$ cat src/rtl/input_debouncer_pkg.sv
// Shared front-end constants: default debounce length and the counter width
// derivation reused by the button and counter conditioning blocks.
package input_debouncer_pkg;

    // Simulation default; board builds override with a realistic settle time.
    localparam int DEFAULT_DEBOUNCE_CYCLES = 4;

    // Width able to hold 0..cycles without wrapping; never less than one bit.
    function automatic int cnt_width(input int cycles);
        if (cycles < 1) begin
            return 1;
        end
        return $clog2(cycles + 1);
    endfunction

endpackage

$ cat src/rtl/debounce_channel.sv
// One debounce lane: two-flop synchronizer, mismatch counter, stable level
// register and registered one-cycle rise/fall pulses.
module debounce_channel
    import input_debouncer_pkg::*;
#(
    parameter int DEBOUNCE_CYCLES = DEFAULT_DEBOUNCE_CYCLES,
    parameter int CNT_W           = cnt_width(DEBOUNCE_CYCLES)
) (
    input  logic clock,
    input  logic reset,
    input  logic raw,
    output logic level,
    output logic rise,
    output logic fall
);

    localparam logic [CNT_W-1:0] CNT_LAST = CNT_W'(DEBOUNCE_CYCLES - 1);
    localparam logic [CNT_W-1:0] CNT_ONE  = CNT_W'(1);

    logic             s1;
    logic             s2;
    logic             stable;
    logic [CNT_W-1:0] cnt;
    logic             rise_q;
    logic             fall_q;

    always_ff @(posedge clock) begin
        if (reset) begin
            s1     <= 1'b0;
            s2     <= 1'b0;
            stable <= 1'b0;
            cnt    <= '0;
            rise_q <= 1'b0;
            fall_q <= 1'b0;
        end else begin
            s1     <= raw;
            s2     <= s1;
            rise_q <= 1'b0;
            fall_q <= 1'b0;
            // Any agreeing cycle discards progress, so bounces never accumulate.
            if (s2 == stable) begin
                cnt <= '0;
            end else if (cnt == CNT_LAST) begin
                stable <= s2;
                cnt    <= '0;
                rise_q <= s2;
                fall_q <= ~s2;
            end else begin
                cnt <= cnt + CNT_ONE;
            end
        end
    end

    assign level = stable;
    assign rise  = rise_q;
    assign fall  = fall_q;

    rise_fall_exclusive: assert property (@(posedge clock) !(rise_q && fall_q));

endmodule

$ cat src/rtl/input_debouncer.sv
// Two independent debounce lanes conditioning raw board switches into clean
// levels and edge pulses for the bitwise-operator block.
module input_debouncer
    import input_debouncer_pkg::*;
#(
    parameter int DEBOUNCE_CYCLES = DEFAULT_DEBOUNCE_CYCLES
) (
    input  logic clock,
    input  logic reset,
    input  logic io_rawInput1,
    input  logic io_rawInput2,
    output logic io_input1,
    output logic io_input2,
    output logic io_rise1,
    output logic io_fall1,
    output logic io_rise2,
    output logic io_fall2
);

    debounce_channel #(
        .DEBOUNCE_CYCLES (DEBOUNCE_CYCLES)
    ) u_channel1 (
        .clock (clock),
        .reset (reset),
        .raw   (io_rawInput1),
        .level (io_input1),
        .rise  (io_rise1),
        .fall  (io_fall1)
    );

    debounce_channel #(
        .DEBOUNCE_CYCLES (DEBOUNCE_CYCLES)
    ) u_channel2 (
        .clock (clock),
        .reset (reset),
        .raw   (io_rawInput2),
        .level (io_input2),
        .rise  (io_rise2),
        .fall  (io_fall2)
    );

endmodule

$ cat config.mk
export PLATFORM = sky130hd
export DESIGN_NAME = input_debouncer
export DESIGN_NICKNAME = d
export VERILOG_FILES = /design/src/rtl/input_debouncer_pkg.sv /design/src/rtl/debounce_channel.sv /design/src/rtl/input_debouncer.sv
export SDC_FILE = /design/constraint.sdc
export NUM_CORES = 1
export LEC_CHECK = 0
export CAP_MARGIN = 5
export CORE_AREA = 5 5 42 44
export CTS_CLUSTER_SIZE = 40
export DETAILED_ROUTE_END_ITERATION = 6
export DIE_AREA = 0 0 47 49
export DONT_BUFFER_PORTS = 1
export PLACE_DENSITY = 0.59
export SLEW_MARGIN = 10
export SYNTH_ARGS = -nofsm -noshare
export SYNTH_HDL_FRONTEND = slang
export SYNTH_SLANG_ARGS = --single-unit
$ cat constraint.sdc
create_clock -name clock -period 2 [get_ports clock]
set_input_delay 0.4 -clock clock [delete_from_list [all_inputs] [get_ports clock]]
set_output_delay 0.4 -clock clock [all_outputs]
set_load 0.03 [all_outputs]
; ---- Word-level counts from Yosys, hierarchy flattened
; Index checks and enable logic that the tools add are counted.
[word_totals]
register_bits = 16
latch_bits = 0
ram_bits = 0
mem_bits_ro = 0
inputBits = 4
output_inout_bits = 6
word_cells = 30
memories = 0
[op_classes]
addsub = 2
n_mul = 0
div = 0
magnitude_cmp = 0
eq_ne = 4
n_shift = 0
muxes = 0
bitwise = 6
n_reduce_logical = 6
[ops]
columns = op, n
row1 = 3-bit OR reduction, 4
row2 = 3-bit by 1-bit adder with 3-bit output (second input constant), 2
row3 = 3-bit by 2-bit == test with 1-bit output (second input constant), 2
row4 = 1-bit inverter, 6
row5 = 2-bit AND reduction, 2
row6 = 1-bit == test, 2

; ---- Depth between registers and ports, before layout
; Gate-level depths: netlist (run 1).
[logic_depth]
ltp_word = 3
mapped_depth = 4
ltp_nobuf = 4

; ---- Hierarchy
; A second synthesis (run 1) with hierarchy kept.
[unflattened]
hier_cells = 42
area_unflattened_um2 = 553.0
[modules_own_cells]
columns = module, instances, cells_per_inst, area_per_inst_um2, seq_area_each_um2
row1 = debounce_channel, 2, 21, 276.5, 160.2

; ---- Worst setup path after synthesis (run 1)
; OpenSTA, ideal clock, no wires.
[synth_timing]
path_kind = reg2reg
startpoint = reg u_channel2.cnt[0]
endpoint = reg u_channel2.fall_q (netlist: u_channel2.fall)
setup_ns = 0.118
t_arrival_ns = 0.938
t_required_ns = 1.882
slack_ns = 0.944
path_stages_with_launch = 4
path_buffers = 0
synth_period_minus_slack_ns = 1.056
cell_sequence = dfxtp_1 > ha_1 > ha_1 > and4bb_2
[synth_via]
elab_chain_len = 3
[synth_lines]
columns = element, line_no
row1 = start: declaration, debounce_channel.sv:23  ; logic [CNT_W-1:0] cnt;
row2 = start signal: assignment, debounce_channel.sv:49  ; cnt <= cnt + CNT_ONE;
row3 = 3-bit by 2-bit == test with 1-bit output, debounce_channel.sv:43  ; end else if (cnt == CNT_LAST) begin
row4 = 1-bit inverter (no source line), -
row5 = 3-bit OR reduction (no source line), -
row6 = end signal: assignment, debounce_channel.sv:47  ; fall_q <= ~s2;
row7 = end: declaration, debounce_channel.sv:25  ; logic fall_q;
; No other way between the ends.
; A chain may end at the register's enable or synchronous reset.

; ---- Final worst setup path (run 1)
[layout_timing]
startpoint = reg u_channel2.stable (netlist: u_channel2.level)
endpoint = out io_input2
[layout_rtl]
columns = element, line_no
row1 = start: declaration, debounce_channel.sv:22  ; logic stable;
row2 = start signal: assignment, debounce_channel.sv:31  ; stable <= 1'b0;
row3 = start signal: assignment, debounce_channel.sv:44  ; stable <= s2;
row4 = end: declaration, input_debouncer.sv:13  ; output logic io_input2,
; No word-level cell between the ends.

==> results of run 1 <==
==> state kept, by name (all words and copies together) (netlist names) <==
name,count
u_channel1.cnt,3
u_channel2.cnt,3
u_channel1.fall,1
u_channel1.level,1
u_channel1.rise,1
u_channel1.s1,1
u_channel1.s2,1
u_channel2.fall,1
u_channel2.level,1
u_channel2.rise,1
u_channel2.s1,1
u_channel2.s2,1
==> cells in the mapped netlist <==
master and number:
buf_6 1, nor2b_1 2, ha_1 4, and2b_1 2, inv_1 2, and4bb_2 4, nor4_1 4, xnor2_1 2
nor2_1 2, mux2i_1 2, nor4b_2 2, dfxtp_1 16
==> power by group <==
part	total (mW)	leakage [nW]	switching, mW	internal, mW
combinational	0.00867	0.0781	0.00275	0.00592
sequential	0.326	0.130	0.00286	0.323
clock	0.211	0.0210	0.0998	0.111
total	0.546	0.229	0.105	0.440
==> stage by stage <==
stage,instances,cell area [sq um]
4_1_cts,62,612
2_1_floorplan,43,567
3_5_place_dp,58,576
3_3_place_gp,58,576
6_report,62,612
5_1_grt,62,612
==> cell families after synthesis <==
family / count (synthesis)
XOR/XNOR: 2
adder cells (fa/ha/maj): 4
buffers and inverters: 3
flip-flops: 16
multiplexers: 2
AND/OR/NAND/NOR: 16
==> final cells by class <==
type / count / area, sq um / share of cell area
Inverter: 2 / 7.51 / 0.0123
Tap cell: 16 / 20.0 / 0.0327
Clock buffer: 4 / 36.3 / 0.0593
Sequential cell: 16 / 320 / 0.524
Multi-Input combinational cell: 24 / 228 / 0.372
==> layer usage <==
layer / up-vias / part of all wire / global-route usage
li1: 159 / - / -
met1: 165 / 0.42 / 0.112
met2: 9 / 0.51 / 0.152
met3: 3 / 0.036 / 0.0258
met4: 0 / 0.030 / 0.0691
met5: - / 0 / 0
==> path summary, 6_finish.rpt <==
path                            end  slack, ns               from
setup reg to reg  u_channel2.cnt[2]       0.83  u_channel2.cnt[0]
hold / removal        u_channel2.s1       0.17              reset
setup / recovery          io_input2       0.73   u_channel2.level
hold reg to reg   u_channel1.cnt[0]       0.44  u_channel1.cnt[0]
==> impl_metrics.yaml, run 1 <==
run:
  max_cap_viol_count: 0
layout:
  antenna_cells: 0
  syn_to_final_growth_pct: 7.95
  drive_above_1_share: 0.217
  final_net_count: 55
  final_core_utilization: 0.437
  final_cell_mix: "dfxtp_1, nor4_1, and4bb_2, ha_1, clkbuf_4"
  mostFrequentLayoutCell: "dfxtp_1"
  fillerInstances: 144
synth:
  yosys.area_share.simple: 0.247
  yosysSeqAreaShare: 0.565
  synth_top_cell_by_area: "dfxtp_1"
  synth_top_family_by_area: "simple AND/OR/NAND/NOR gates"
  synth.distinct_cells: 12
  synthAdderAreaFrac: 0.0883
  synth_fp_nets: 51
  syn_area_sq_um: 567
  synthMuxAreaShare: 0.0353
  synth_area_leaders: "dfxtp_1, and4bb_2, ha_1"
  synth-xor-area-share: 0.0309
  yosys_warnings: 0
  yosysTopAreaCellShare: 0.565
  synth_seq_cells: 16
  syn_inst: 43
  avgSynthCellArea_sq_um: 13.2
  synth_compound_area_frac: 0
route:
  drtPass1Iterations: 4
  drc: 0
  wl_per_cell_microns: 14.3
  drtAntennaViolNets: 0
  routed_wl_microns: 887
  viasPerCell: 5.42
  via_count: 336
  drt_iter0_markers: 3
worst_hold_path:
  hold_depth: 1
  hp-class: "input port to flip-flop"
placement:
  gp_congestion: 0.609
  dpl.hpwl_microns: 660
  post-place-ws_ns: 0.836
  numPortBuffers: 0
die:
  die-width_microns: 47
  die_h_microns: 49
  num_rows: 14
  start_util: 0.404
  io_pins: 10
  die-area_sq_um: 2300
  core-area_sq_um: 1400
pwr:
  power_leakage_nw: 0.229
  vdd_drop_max_mv: 0.424
  total_power_uw: 546
  powerDensity_nw_per_um2: 892
worst_setup_path:
  critical_path_required_ns: 1.60
  start_kind: "flip-flop"
  end_kind: "output pin"
  worstSetupPathType: "flip-flop to output pin"
  reg2reg_depth: 3
  cp_num_cells: 0
  arrival_ns: 0.87
  crit_fanout: 5
global_route:
  grt_pass1_vias: 364
  grt_overflow_total: 0
  grt_max_degree: 17
  grt_pass1_wl_microns: 1610
  grtUsageTotal: 0.0984
  antenna_found_initial: 0
cts:
  post_cts_resize_count: 0
  cts_buffers: 3
  cts_hold_buf: 0
  cts_setup_buffers: 0
  cts_buffer_depth: 2
  clk_pin_slew_ns: 0.09
  h-tree-depth: 1
  cts_tree: "done"
  worstSkewPairLatency_ns: 0.29
  cts.sinks: 16
  clockRootBuffer: "clkbuf_4"
sta:
  fin_setup_tns_ns: 0
  fin_ws_ns: 0.726
  period_share: 0.637
  max_slew_margin: 0.718
  drv_slew: 0
  finClkSkew_ns: 0.00294
  setup_violations: 0
  rsz0062_at_grt: "false"
  hold_slack_ns: 0.170
  report.final.hold_viol_count: 0
  tightest_slew_ns: 0.423
  fin_crit_ns: 1.27
  fmax_mhz: 785
status:
  status: "completed"
(Power assumes the default switching activity.)
==> run 2: changes to the inputs <==
--- a/config.mk
+++ b/config.mk
@@ -11,7 +11,7 @@
 export DETAILED_ROUTE_END_ITERATION = 6
 export DIE_AREA = 0 0 47 49
 export DONT_BUFFER_PORTS = 1
-export PLACE_DENSITY = 0.59
+export PLACE_DENSITY = 0.61
 export SLEW_MARGIN = 10
 export SYNTH_ARGS = -nofsm -noshare
 export SYNTH_HDL_FRONTEND = slang
==> constraint.sdc (replaced) <==
create_clock -name clock -period 1 [get_ports clock]
set_input_delay 0.2 -clock clock [delete_from_list [all_inputs] [get_ports clock]]
set_output_delay 0.2 -clock clock [all_outputs]
set_load 0.03 [all_outputs]
==> impl_metrics.yaml, run 2 (synthesis results as in run 1) <==
status:
  status: "finished with violations"
  violations: "hold timing, setup timing"
die:
  die-width_microns: 47
  io_pins: 10
  start_util: 0.404
  num_rows: 14
  core-area_sq_um: 1400
  die_h_microns: 49
  die-area_sq_um: 2300
pwr:
  power_switching_uw: 188
  total_power_mw: 1.07
  pwr-share-comb: 0.026
  sequentialPowerShare: 0.607
  p_sw_frac: 0.176
  vdd_drop_max_mv: 1.17
  power_leakage_nw: 0.269
  clockPowerShare: 0.368
  powerDensity_nw_per_um2: 1380
  p_int_uw: 881
global_route:
  grt_use_met3: 0.0332
  antenna_found_initial: 0
  grt_pass1_wl_microns: 1630
  use_met1: 0.128
  grt_max_degree: 17
  top_usage_layer: "met2"
  grtUsageTotal: 0.0950
  use_met2: 0.154
  grt_pass1_vias: 353
  grt_overflow_total: 0
route:
  drtAntennaViolNets: 0
  viasPerCell: 5.06
  routed_wl_microns: 941
  drt_iter0_markers: 6
  drc: 0
  wl_per_cell_microns: 13.8
  via_count: 344
  drtPass1Iterations: 2
cts:
  cts_tree: "done"
  h-tree-depth: 1
  cts_buffers: 3
  cts_buffer_depth: 2
  cts_hold_buf: 1
  cts.sinks: 16
  worstSkewPairLatency_ns: 0.26
  clk_pin_slew_ns: 0.08
  clockRootBuffer: "clkbuf_4"
layout:
  mostFrequentLayoutCell: "dfxtp_2"
  final_cell_mix: "dfxtp_2, dfxtp_1, and4bb_2, ha_4"
  antenna_cells: 0
  final_net_count: 61
  seq_area_sq_um: 338
  reg.largest.list: "u_channel1.cnt: 3 flops, u_channel2.cnt: 3 flops"
  multiInputGateArea_sq_um: 319
  final_core_utilization: 0.554
  drive_above_1_share: 0.654
  fillerInstances: 123
  syn_to_final_growth_pct: 36.9
sta:
  drv_slew: 0
  period_share: 1.03
  rsz0062_at_grt: "true"
  report.final.hold_viol_count: 9
  fin_ws_ns: -0.0310
  max_slew_margin: 0.738
  fin_crit_ns: 1.03
  tightest_slew_ns: 0.390
  finClkSkew_ns: 0.00102
  hold_slack_ns: -0.0167
  setup_violations: 8
  fmax_mhz: 970
worst_setup_path:
  critical_path_required_ns: 1.18
  crit_fanout: 6
  reg2reg_slack_ns: -0.03
  start_kind: "flip-flop"
  end_kind: "flip-flop"
  crit_path_start: "u_channel1.cnt[0]"
  reg2reg_depth: 3
  arrival_ns: 1.21
  r2r_start: "u_channel1.cnt[0]"
  worstSetupPathType: "flip-flop to flip-flop"
worst_hold_path:
  hold_depth: 1
  worstHoldStart: "reset"
  hp-class: "input port to flip-flop"
run:
  max_cap_viol_count: 0
placement:
  dpl.hpwl_microns: 648
  gp_congestion: 0.663
  numPortBuffers: 0
## run 2: changes by cell type in the layout (fill, tap and decap cells not counted), sizes merged
| cell | change |
|---|---|
| buf | +5 |
| dlygate4sd3 | +1 |
## run 2: metrics by stage
stage / hold WS, ns / instances / setup slack [ns] / setup TNS [ns] / area (sq um)
4_1_cts: -0.0238 / 67 / -0.0513 / -0.136 / 751
6_report: -0.0167 / 68 / -0.0310 / -0.0973 / 776
3_5_place_dp: 0.275 / 60 / -0.107 / -0.420 / 621
2_1_floorplan: 0.325 / 43 / 0.0138 / 0 / 597
3_3_place_gp: 0.275 / 60 / -0.0218 / -0.0288 / 621
5_1_grt: -0.0423 / 68 / -0.0783 / -0.716 / 776
## run 2: power groups by stage
stage / clock network, mW / logic [mW] / registers (mW)
finish: 0.393 / 0.0275 / 0.648
floorplan: 0 / 0.0243 / 0.666
detailed placement: 0 / 0.0172 / 0.667
global route: 0.454 / 0.0297 / 0.650
CTS: 0.406 / 0.0267 / 0.653
global placement: 0 / 0.0168 / 0.666
## run 2: worst max-delay path, stage by stage (launching register included)
cell,delay (ns)
dfxtp_2,0.34
ha_4,0.16
ha_4,0.18
nor4_4,0.26
## run 2: metal layers
metal  up-vias  share of wire  wire, microns
met5         -              0              0
met4         0              0              0
met3         0          0.036             34
met2         4           0.53            503
met1       169           0.43            404
li1        171              -              -
## run 2: worst paths after layout
path	to
max	u_channel1.cnt[2]
min	u_channel2.level
max reg2reg	u_channel1.cnt[2]
min reg2reg	u_channel1.s2
## run 2: what timing repair did
action / 4_1_cts / 5_1_grt
endpoints found under the setup margin: 14 / 18
setup buffers: 2 / 1
resized for setup: 15 / 7
hold endpoints to repair: 10 / 9
pin swaps: 8 / 2
## run 2: area by class of cell
class | count | area share
multi-input cells | 24 | 0.411
repair buffers | 6 | 0.0710
flip-flops and latches | 16 | 0.435
clock buffers | 4 | 0.0468
inverters | 2 | 0.00968
well taps | 16 | 0.0258
